[src/rtl/if_pkg.sv]
// Shared types and constants for the instruction-fetch front end.
package if_pkg;

    localparam int          IF_ADDR_W        = 32;
    localparam int          IF_DATA_W        = 32;
    localparam int          DEPTH_DEFAULT    = 4;
    localparam logic [31:0] RESET_PC_DEFAULT = 32'h0000_0000;
    localparam logic [31:0] NOP              = 32'h0000_0013;

    typedef struct packed {
        logic [IF_ADDR_W-1:0] pc;
        logic [IF_DATA_W-1:0] instr;
    } fetch_entry_t;

endpackage

[src/rtl/fetch_fifo.sv]
// Circular FIFO of fetched {pc, instr} entries with a registered head copy,
// so the head is available straight from flops with no read mux on the output.
module fetch_fifo
    import if_pkg::*;
#(
    parameter int DEPTH = DEPTH_DEFAULT
) (
    input  logic                     clk,
    input  logic                     rst,
    input  logic                     clear,
    input  logic                     push,
    input  fetch_entry_t             push_entry,
    input  logic                     pop,
    output logic                     head_valid,
    output fetch_entry_t             head,
    output logic [$clog2(DEPTH):0]   count
);

    localparam int             CW       = $clog2(DEPTH) + 1;
    localparam int             PW       = $clog2(DEPTH);
    localparam logic [CW-1:0]  CNT_ZERO = {CW{1'b0}};
    localparam logic [CW-1:0]  CNT_ONE  = {{(CW-1){1'b0}}, 1'b1};
    localparam logic [CW-1:0]  CNT_FULL = CW'(DEPTH);
    localparam logic [PW-1:0]  PTR_ZERO = {PW{1'b0}};
    localparam logic [PW-1:0]  PTR_ONE  = {{(PW-1){1'b0}}, 1'b1};

    fetch_entry_t  mem_r [DEPTH];
    fetch_entry_t  head_r;
    fetch_entry_t  head_nxt_s;
    logic [CW-1:0] count_r;
    logic [CW-1:0] count_nxt_s;
    logic [PW-1:0] rd_ptr_r;
    logic [PW-1:0] rd_nxt_s;
    logic [PW-1:0] rd_inc_s;
    logic [PW-1:0] wr_ptr_r;
    logic [PW-1:0] wr_nxt_s;
    logic          push_s;
    logic          pop_s;

    assign pop_s      = pop && (count_r != CNT_ZERO);
    assign push_s     = push && ((count_r != CNT_FULL) || pop_s);
    assign rd_inc_s   = rd_ptr_r + PTR_ONE;
    assign head_valid = (count_r != CNT_ZERO);
    assign head       = head_r;
    assign count      = count_r;

    // Next pointers, occupancy and head copy; the head reloads from the
    // incoming entry when it lands in an empty (or emptying) queue.
    always_comb begin
        count_nxt_s = count_r;
        rd_nxt_s    = rd_ptr_r;
        wr_nxt_s    = wr_ptr_r;
        head_nxt_s  = head_r;
        if (clear) begin
            count_nxt_s = CNT_ZERO;
            rd_nxt_s    = PTR_ZERO;
            wr_nxt_s    = PTR_ZERO;
        end else begin
            if (push_s) begin
                wr_nxt_s = wr_ptr_r + PTR_ONE;
            end else begin
                wr_nxt_s = wr_ptr_r;
            end
            if (pop_s) begin
                rd_nxt_s = rd_inc_s;
            end else begin
                rd_nxt_s = rd_ptr_r;
            end
            case ({push_s, pop_s})
                2'b10: begin
                    count_nxt_s = count_r + CNT_ONE;
                    if (count_r == CNT_ZERO) begin
                        head_nxt_s = push_entry;
                    end else begin
                        head_nxt_s = head_r;
                    end
                end
                2'b01: begin
                    count_nxt_s = count_r - CNT_ONE;
                    if (count_r > CNT_ONE) begin
                        head_nxt_s = mem_r[rd_inc_s];
                    end else begin
                        head_nxt_s = head_r;
                    end
                end
                2'b11: begin
                    count_nxt_s = count_r;
                    if (count_r == CNT_ONE) begin
                        head_nxt_s = push_entry;
                    end else begin
                        head_nxt_s = mem_r[rd_inc_s];
                    end
                end
                default: begin
                    count_nxt_s = count_r;
                    head_nxt_s  = head_r;
                end
            endcase
        end
    end

    // Control state and head copy.
    always_ff @(posedge clk or negedge rst) begin
        if (!rst) begin
            count_r  <= CNT_ZERO;
            rd_ptr_r <= PTR_ZERO;
            wr_ptr_r <= PTR_ZERO;
            head_r   <= '{pc: {IF_ADDR_W{1'b0}}, instr: {IF_DATA_W{1'b0}}};
        end else begin
            count_r  <= count_nxt_s;
            rd_ptr_r <= rd_nxt_s;
            wr_ptr_r <= wr_nxt_s;
            head_r   <= head_nxt_s;
        end
    end

    // Entry storage.
    always_ff @(posedge clk or negedge rst) begin
        if (!rst) begin
            for (int i = 0; i < DEPTH; i++) begin
                mem_r[i] <= '{pc: {IF_ADDR_W{1'b0}}, instr: {IF_DATA_W{1'b0}}};
            end
        end else if (push_s && !clear) begin
            mem_r[wr_ptr_r] <= push_entry;
        end
    end

endmodule

[src/rtl/inst_fetch_queue.sv]
// Instruction-fetch front end: credit-limited sequential fetching, in-order
// response capture and jump redirect with stale-response discard.
module inst_fetch_queue
    import if_pkg::*;
#(
    parameter int                 ADDR_W   = IF_ADDR_W,
    parameter int                 DATA_W   = IF_DATA_W,
    parameter int                 DEPTH    = DEPTH_DEFAULT,
    parameter logic [ADDR_W-1:0]  RESET_PC = RESET_PC_DEFAULT
) (
    input  logic              clk,
    input  logic              rst,
    output logic              imem_req,
    output logic [ADDR_W-1:0] imem_addr,
    input  logic              imem_ready,
    input  logic              imem_rvalid,
    input  logic [DATA_W-1:0] imem_rdata,
    input  logic              jump_flag,
    input  logic [ADDR_W-1:0] jump_addr,
    output logic              instr_valid,
    output logic [DATA_W-1:0] instr,
    output logic [ADDR_W-1:0] instr_pc,
    input  logic              instr_ready
);

    localparam int             CW         = $clog2(DEPTH) + 1;
    localparam logic [CW-1:0]  CNT_ZERO   = {CW{1'b0}};
    localparam logic [CW-1:0]  CNT_ONE    = {{(CW-1){1'b0}}, 1'b1};
    localparam logic [CW:0]    CREDIT_MAX = (CW + 1)'(DEPTH);
    localparam logic [ADDR_W-1:0] PC_STEP    = {{(ADDR_W-3){1'b0}}, 3'b100};
    localparam logic [ADDR_W-1:0] ALIGN_MASK = ~{{(ADDR_W-2){1'b0}}, 2'b11};

    logic [ADDR_W-1:0] fetch_pc_r;
    logic [ADDR_W-1:0] fetch_pc_nxt_s;
    logic [ADDR_W-1:0] resp_pc_r;
    logic [ADDR_W-1:0] resp_pc_nxt_s;
    logic [CW-1:0]     outstanding_r;
    logic [CW-1:0]     outstanding_nxt_s;
    logic [CW-1:0]     discard_r;
    logic [CW-1:0]     discard_nxt_s;
    logic [CW-1:0]     count_s;
    logic [CW-1:0]     resp_dec_s;
    logic              credit_s;
    logic              issue_s;
    logic              resp_s;
    logic              push_s;
    logic              pop_s;
    logic              head_valid_s;
    fetch_entry_t      head_s;
    fetch_entry_t      push_entry_s;

    // Every queued entry and every owed response holds one slot of credit,
    // which is what keeps the queue from overflowing.
    assign credit_s   = ({1'b0, count_s} + {1'b0, outstanding_r}) < CREDIT_MAX;
    assign imem_req   = rst && !jump_flag && credit_s;
    assign imem_addr  = fetch_pc_r;
    assign issue_s    = imem_req && imem_ready;
    assign resp_s     = imem_rvalid && (outstanding_r != CNT_ZERO);
    assign resp_dec_s = resp_s ? CNT_ONE : CNT_ZERO;
    assign push_s     = resp_s && (discard_r == CNT_ZERO) && !jump_flag;
    assign pop_s      = head_valid_s && instr_ready && !jump_flag;

    assign push_entry_s = '{pc: resp_pc_r, instr: imem_rdata};
    assign instr_valid  = head_valid_s;
    assign instr        = head_s.instr;
    assign instr_pc     = head_s.pc;

    // Next PCs and response bookkeeping; a jump overrides everything else.
    always_comb begin
        fetch_pc_nxt_s    = fetch_pc_r;
        resp_pc_nxt_s     = resp_pc_r;
        outstanding_nxt_s = outstanding_r;
        discard_nxt_s     = discard_r;
        case ({issue_s, resp_s})
            2'b10:   outstanding_nxt_s = outstanding_r + CNT_ONE;
            2'b01:   outstanding_nxt_s = outstanding_r - CNT_ONE;
            default: outstanding_nxt_s = outstanding_r;
        endcase
        if (jump_flag) begin
            fetch_pc_nxt_s = jump_addr & ALIGN_MASK;
            resp_pc_nxt_s  = jump_addr & ALIGN_MASK;
            discard_nxt_s  = outstanding_r - resp_dec_s;
        end else begin
            if (issue_s) begin
                fetch_pc_nxt_s = fetch_pc_r + PC_STEP;
            end else begin
                fetch_pc_nxt_s = fetch_pc_r;
            end
            if (push_s) begin
                resp_pc_nxt_s = resp_pc_r + PC_STEP;
            end else begin
                resp_pc_nxt_s = resp_pc_r;
            end
            if (resp_s && (discard_r != CNT_ZERO)) begin
                discard_nxt_s = discard_r - CNT_ONE;
            end else begin
                discard_nxt_s = discard_r;
            end
        end
    end

    // Fetch-side state registers.
    always_ff @(posedge clk or negedge rst) begin
        if (!rst) begin
            fetch_pc_r    <= RESET_PC;
            resp_pc_r     <= RESET_PC;
            outstanding_r <= CNT_ZERO;
            discard_r     <= CNT_ZERO;
        end else begin
            fetch_pc_r    <= fetch_pc_nxt_s;
            resp_pc_r     <= resp_pc_nxt_s;
            outstanding_r <= outstanding_nxt_s;
            discard_r     <= discard_nxt_s;
        end
    end

    fetch_fifo #(
        .DEPTH(DEPTH)
    ) u_fifo (
        .clk        (clk),
        .rst        (rst),
        .clear      (jump_flag),
        .push       (push_s),
        .push_entry (push_entry_s),
        .pop        (pop_s),
        .head_valid (head_valid_s),
        .head       (head_s),
        .count      (count_s)
    );

endmodule

[config.mk]
export PLATFORM = sky130hd
export DESIGN_NAME = inst_fetch_queue
export DESIGN_NICKNAME = d
export VERILOG_FILES = /design/src/rtl/if_pkg.sv /design/src/rtl/fetch_fifo.sv /design/src/rtl/inst_fetch_queue.sv
export SDC_FILE = /design/constraint.sdc
export NUM_CORES = 1
export LEC_CHECK = 0
export CORE_UTILIZATION = 50
export CTS_BUF_LIST = sky130_fd_sc_hd__clkbuf_8
export DETAILED_ROUTE_END_ITERATION = 16
export DONT_BUFFER_PORTS = 1
export MAX_ROUTING_LAYER = met4
export SYNTH_ARGS = -nofsm -noshare
export SYNTH_HDL_FRONTEND = slang
export SYNTH_HIERARCHICAL = 1
export SYNTH_SLANG_ARGS = --single-unit
[constraint.sdc]
create_clock -name clk -period 3.5 [get_ports clk]
set_clock_uncertainty 0.2 [all_clocks]
set_input_delay 0.525 -clock clk [delete_from_list [all_inputs] [get_ports clk]]
set_output_delay 0.525 -clock clk [all_outputs]
set_load 0.005 [all_outputs]
## After elaboration in Yosys (flattened, before gate mapping)

Index checks and enable logic that the tools add are counted.

| word-level totals | value |
|---|---|
| output and inout bits | 98 |
| word-level logic and storage cells | 98 |
| input bits | 70 |
| bits in registers | 397 |

| operators by class | value |
|---|---|
| reduce and logical (&&, ||, !) cells | 29 |
| add/sub/neg operators | 11 |
| bitwise logic cells | 3 |
| order comparisons | 5 |
| equal/unequal tests | 9 |
| multiplexer cells | 24 |

Operators with widths:

| operator | count |
|---|---|
| two-way mux 64 bit | 6 |
| bitwise mux 256 bit | 1 |
| one-hot mux 64 bit (3 select lines) | 1 |
| binary-select mux 64 bit (select 2 bit) | 1 |
| demux 64 bit (select 2 bit) | 1 |
| two-way mux 32 bit | 4 |
| adder 32 x 3 -> 32 bit (second input constant) | 2 |
| nonzero test 3 bit | 5 |
| logical AND 1 bit | 13 |
| one-hot mux 3 bit (2 select lines) | 2 |
| nonzero test 2 bit | 6 |
| two-way mux 3 bit | 3 |
| subtractor 3 x 1 -> 3 bit (second input constant) | 3 |
| two-way mux 2 bit | 4 |
| adder 3 x 1 -> 3 bit (second input constant) | 2 |
| equality test 2 bit (second input constant) | 3 |
| >= comparator 3 bit (second input constant) | 2 |
| logical NOT 3 bit | 2 |
| inverter 2 -> 3 bit | 2 |
| adder 2 x 1 -> 2 bit (second input constant) | 2 |
| adder 3 x 3 -> 4 bit | 1 |
| equality test 2 x 1 -> 1 bit (second input constant) | 2 |
| < comparator 4 x 3 -> 1 bit (second input constant) | 1 |
| != test 2 x 1 -> 1 bit (second input constant) | 2 |
| other kinds (10) | 10 |

## Depth between registers and ports, before layout

| logic depth | value |
|---|---|
| depth after elaboration | 9 |
| gate-level depth with buffers | 12 |
| depth with buffers taken out | 10 |

## By module

Netlist, hierarchy kept.

By module, submodules not included:

| module | area each (sq um) | times used | cells each | sequential area each (sq um) |
|---|---|---|---|---|
| fetch_fifo | 14739.1 | 1 | 893 | 8182.8 |
| inst_fetch_queue | 3809.9 | 1 | 414 | 1651.6 |

## Least setup slack after synthesis

OpenSTA, ideal clock, no wires.

| timing | value |
|---|---|
| path type | input port to flip-flop |
| from | input port jump_flag |
| to | register u_fifo/mem_r[100] in the netlist's numbering |
| slack | 0.707 ns |
| stages on the path | 10 |
| arrival time | 2.468 ns |
| buffers on the path | 4 |
| library setup time | 0.125 ns |
| data required time | 3.175 ns |
| cell sequence | clkbuf_1 -> inv_2 -> buf_1 -> and3_1 -> nand3b_1 -> and3b_1 -> buf_2 -> nand2_2 -> buf_4 -> mux2_2 |

| between the ends | value |
|---|---|
| word-level cells in the longest chain between the ends | 6 |
| elaborated cells on any way between the ends | 7 |
| classes of those cells | reduce/logical: 7 |

Ends and longest elaborated chain:

| what | RTL line | source |
|---|---|---|
| start: declaration | inst_fetch_queue.sv:18 | `input logic jump_flag,` |
| logical NOT 1 bit | inst_fetch_queue.sv:61 | `assign pop_s = head_valid_s && instr_ready && !jump_flag;` |
| logical AND 1 bit | inst_fetch_queue.sv:61 |  |
| net pop_s | inst_fetch_queue.sv:47 | `logic pop_s;` |
| logical AND 1 bit | fetch_fifo.sv:40 | `assign pop_s = pop && (count_r != CNT_ZERO);` |
| logical OR 1 bit | fetch_fifo.sv:41 | `assign push_s = push && ((count_r != CNT_FULL) \|\| pop_s);` |
| logical AND 1 bit | fetch_fifo.sv:41 |  |
| logical AND 1 bit | fetch_fifo.sv:123 | `end else if (push_s && !clear) begin` |
| end signal: indexed assignment | fetch_fifo.sv:121 | `mem_r[i] <= '{pc: {IF_ADDR_W{1'b0}}, instr: {IF_DATA_W{1'b0}}};` |
| end signal: indexed assignment | fetch_fifo.sv:124 | `mem_r[wr_ptr_r] <= push_entry;` |
| end: declaration | fetch_fifo.sv:27 | `fetch_entry_t mem_r [DEPTH];` |

The timed path passes the listed nets, and every way through them passes these cells.
A chain may end at the register's enable or synchronous reset.

## Worst setup path after layout

| timing | value |
|---|---|
| from | input port rst |
| to | register fetch_pc_r[12] (netlist: imem_addr[12]) |

| between the ends | value |
|---|---|
| word-level cells in the longest chain between the ends | 4 |

Ends and longest elaborated chain:

| what | RTL line | source |
|---|---|---|
| start: declaration | inst_fetch_queue.sv:12 | `input logic rst,` |
| logical AND 1 bit (2 in series) | inst_fetch_queue.sv:55 | `assign imem_req = rst && !jump_flag && credit_s;` |
| logical AND 1 bit | inst_fetch_queue.sv:57 | `assign issue_s = imem_req && imem_ready;` |
| nonzero test 2 bit (no line) | n/a |  |
| end signal: assignment | inst_fetch_queue.sv:110 | `fetch_pc_r <= fetch_pc_nxt_s;` |
| end: declaration | inst_fetch_queue.sv:33 | `logic [ADDR_W-1:0] fetch_pc_r;` |

Every way passes these cells.

==> results_dict.tcl <==
set metrics [dict create \
    clock_latency_ns 0.60 \
    dpl.hpwl_um 23400 \
    yosysWarningCount 6 \
    cts_htree_levels 3 \
    via_count 11220 \
    finalCriticalPeriod_ns 3.28 \
    cap_violations 0 \
    final_cell_mix "dfrtp_1 (391), mux2_2 (387), clkbuf_8 (100)" \
    synth_top_area_frac 0.530 \
    status "finished with violations" \
    drt-initial-drc-count 494 \
    violations "hold timing, slew limit" \
    clkPwrFrac 0.363 \
    wl_um 40400 \
    p_comb_frac 0.129 \
    synth_area_um2 18500 \
    setup_viol_count_final 0 \
    cts_tree "done" \
    drive_above_1_share 0.412 \
    cpPeakStageDelay_ns 0.77 \
    crit_type "in2reg" \
    syn_avg_cell_area_um2 14.2 \
    crit_required_ns 3.77 \
    ys_async_sr_fraction 1.00 \
    hold_viol_final 393 \
    rows 70 \
    multiInputGateArea_um2 8240 \
    p_per_area_nw_per_um2 569 \
    drc 0 \
    cts_setup_buffers 0 \
    start_util 0.508 \
    area_delta_synth_final_pct 14.1 \
    die-area_um2 37900 \
    cts_root_buffer "clkbuf_8" \
    seq_area_frac_synth 0.530 \
    worst_hold_slack_ns -0.580 \
    drtAntennaViolNets 0 \
    worst_pin_slew_ns 1.68 \
    synthTopCellsByArea "dfrtp_1 (53%), mux2_2 (23%), mux4_2 (7.8%), o21ai_0 (1.3%), nand2_1 (1.2%)" \
    grt_max_degree 395 \
    start_kind "input pin" \
    tns_ns 0 \
    timing.fmax_mhz 305 \
    clk_path_buf_depth 3 \
    path_cells "nor4b_1, and4_1, buf_4, nor2_1, o21ai_0, o311ai_0" \
    ys_dominant_reg_cell "dfrtp_1" \
    antenna_found_initial 2 \
    cts_resized 0 \
    leakage_nw 9.78 \
    crit_path_end_kind "flip-flop" \
    worst_slew_margin_rel -0.117 \
    grt_pass1_wl_um 65800 \
    first_pass_iters 5 \
    swShare 0.259 \
    rsz0062_at_grt "no" \
    drv_slew 123 \
    min_path_type "in2async" \
    gp_congestion 0.831 \
    arrival_ns 3.55 \
    ys_ff_latch 393 \
    syn_inst 1307 \
    die_w_um 195 \
    layout_commonest_cell "dfrtp_1" \
    boundaryPins 168 \
    core-area_um2 36500 \
    synth_cell_type_count 54 \
    crit_slowest_cell "nor2_1" \
    register_area_um2 9840 \
    fin_nets 1488 \
    post-route-period-util 0.938 \
    cpLargestDelayFamily "simple AND/OR/NAND/NOR gates" \
    overflow 0 \
    pwr-share-seq 0.508 \
    nFillCells 2969 \
    yosysTopAreaCell "dfrtp_1" \
    die_h_um 195 \
    r2r-start "u_fifo/count[0]$_DFFE_PN0P_" \
    crit_buf_inv 1 \
    port-buffer-count 0 \
    wire_per_inst_um 21.1 \
    power_switching_mw 3.12 \
    via_per_inst 5.84 \
    cts_buffers 72 \
    critPathLaunch "rst" \
    grt_usage 0.228 \
    clock_sinks 393 \
    synth_edf_count 0 \
    critPathMaxFanout 394 \
    grt_pass1_vias 11752 \
    clk_pin_slew_worst_paths_ns 0.06 \
    p_int_mw 8.92 \
    ir_worst_vdd_mv 0.301 \
    cts_hold_buf 63 \
    p_total_mw 12.0 \
]
==> cells in the mapped netlist (all sizes together) (3+ instances only) <==
cell and number:
dfrtp 393, mux2 387, mux4 64, nand2 64, buf 60, o21ai 47, nor2 29, nand3 28
nand4 25, xor2 24, inv 20, o211ai 20, clkbuf 17, ha 17, xnor2 16, o311ai 12
a21oi 11, and3 11, a31oi 9, and4 8, nor3 6, nor4 6, and2 4, or3 4
nand2b 3, nand3b 3
==> worst reg2reg max path: cells and delay by family (launching register included) <==
kind / cells / cell delay [ns]
mux: 1 / 0.41
fa+ha+maj: 1 / 0.32
simple gates: 5 / 1.02
flops: 1 / 0.47
buf+inv: 2 / 0.51
==> worst paths after layout <==
kind,to,slack [ns],depth (start not counted)
max reg2reg,u_fifo/mem_r[217]$_DFFE_PN0P_,0.45,9
min,u_fifo/mem_r[88]$_DFFE_PN0P_,-0.58,0
max,imem_addr[12]$_DFFE_PN0P_,0.22,6
min in group clk,u_fifo/wr_ptr_r[1]$_DFFE_PN0P_,0.07,2
max in group asynchronous,u_fifo/rd_ptr_r[0]$_DFFE_PN0P_,2.13,0
min reg2reg,u_fifo/mem_r[249]$_DFFE_PN0P_,0.30,1
==> cell families (layout without fill, tap and decap cells) <==
logic type / Yosys count / count (layout) / synth area share
other: 1 / 15 / 0.000202
DFF: 393 / 393 / 0.530
muxes: 452 / 452 / 0.313
AOI/OAI and AO/OA: 107 / 107 / 0.0367
and+or+nand+nor: 199 / 199 / 0.0588
xor gates and xnor gates: 40 / 40 / 0.0189
adders and majority gates: 18 / 18 / 0.0125
buffers and inverters: 97 / 228 / 0.0295
==> flip-flops by register name (all words and copies together), names as in the netlist <==
register,cells
u_fifo/mem_r,256
outstanding_r,3
imem_addr,30
discard_r,3
resp_pc_r,30
u_fifo/rd_ptr_r,2
u_fifo/wr_ptr_r,2
u_fifo/head,64
u_fifo/count,3
==> metrics by stage <==
step	cells	util	hold WS (ns)	setup slack [ns]	cell area (µm²)
detailed placement	1731	0.521	0.0383	0.441	19000
CTS	1917	0.579	-0.620	0.413	21200
global placement	1731	0.521	0.0384	0.494	19000
floorplan	1318	-	0.0294	0.707	18600
global route	1919	0.579	-0.622	0.239	21200
finish	1920	0.580	-0.580	0.218	21200
==> routing by layer <==
metal	vias to the layer above	track usage	routed length, µm
met2	282	0.342	18800
met5	-	-	0
met1	5855	0.306	18500
met4	0	0.0723	867
li1	5015	-	-
met3	68	0.0576	2180
==> power groups by stage <==
stage | sequential [mW] | clock, mW | combinational (mW)
after global routing | 6.25 | 4.72 | 1.74
final | 6.12 | 4.37 | 1.56
after floorplan | 5.96 | 0 | 1.30
after detailed placement | 6.20 | 0 | 1.48
after global placement | 6.17 | 0 | 1.43
after CTS | 6.13 | 4.52 | 1.58
==> final cells by class <==
class / count / share of cell area
Antenna cell: 3 / 0.000355
Clock buffer: 100 / 0.0650
Clock inverter: 23 / 0.00461
Inverter: 20 / 0.00355
Multi-Input combinational cell: 828 / 0.389
Sequential cell: 393 / 0.465
Tap cell: 468 / 0.0277
Timing Repair Buffer: 85 / 0.0443
Note: power is estimated with default switching activity, not from simulation.
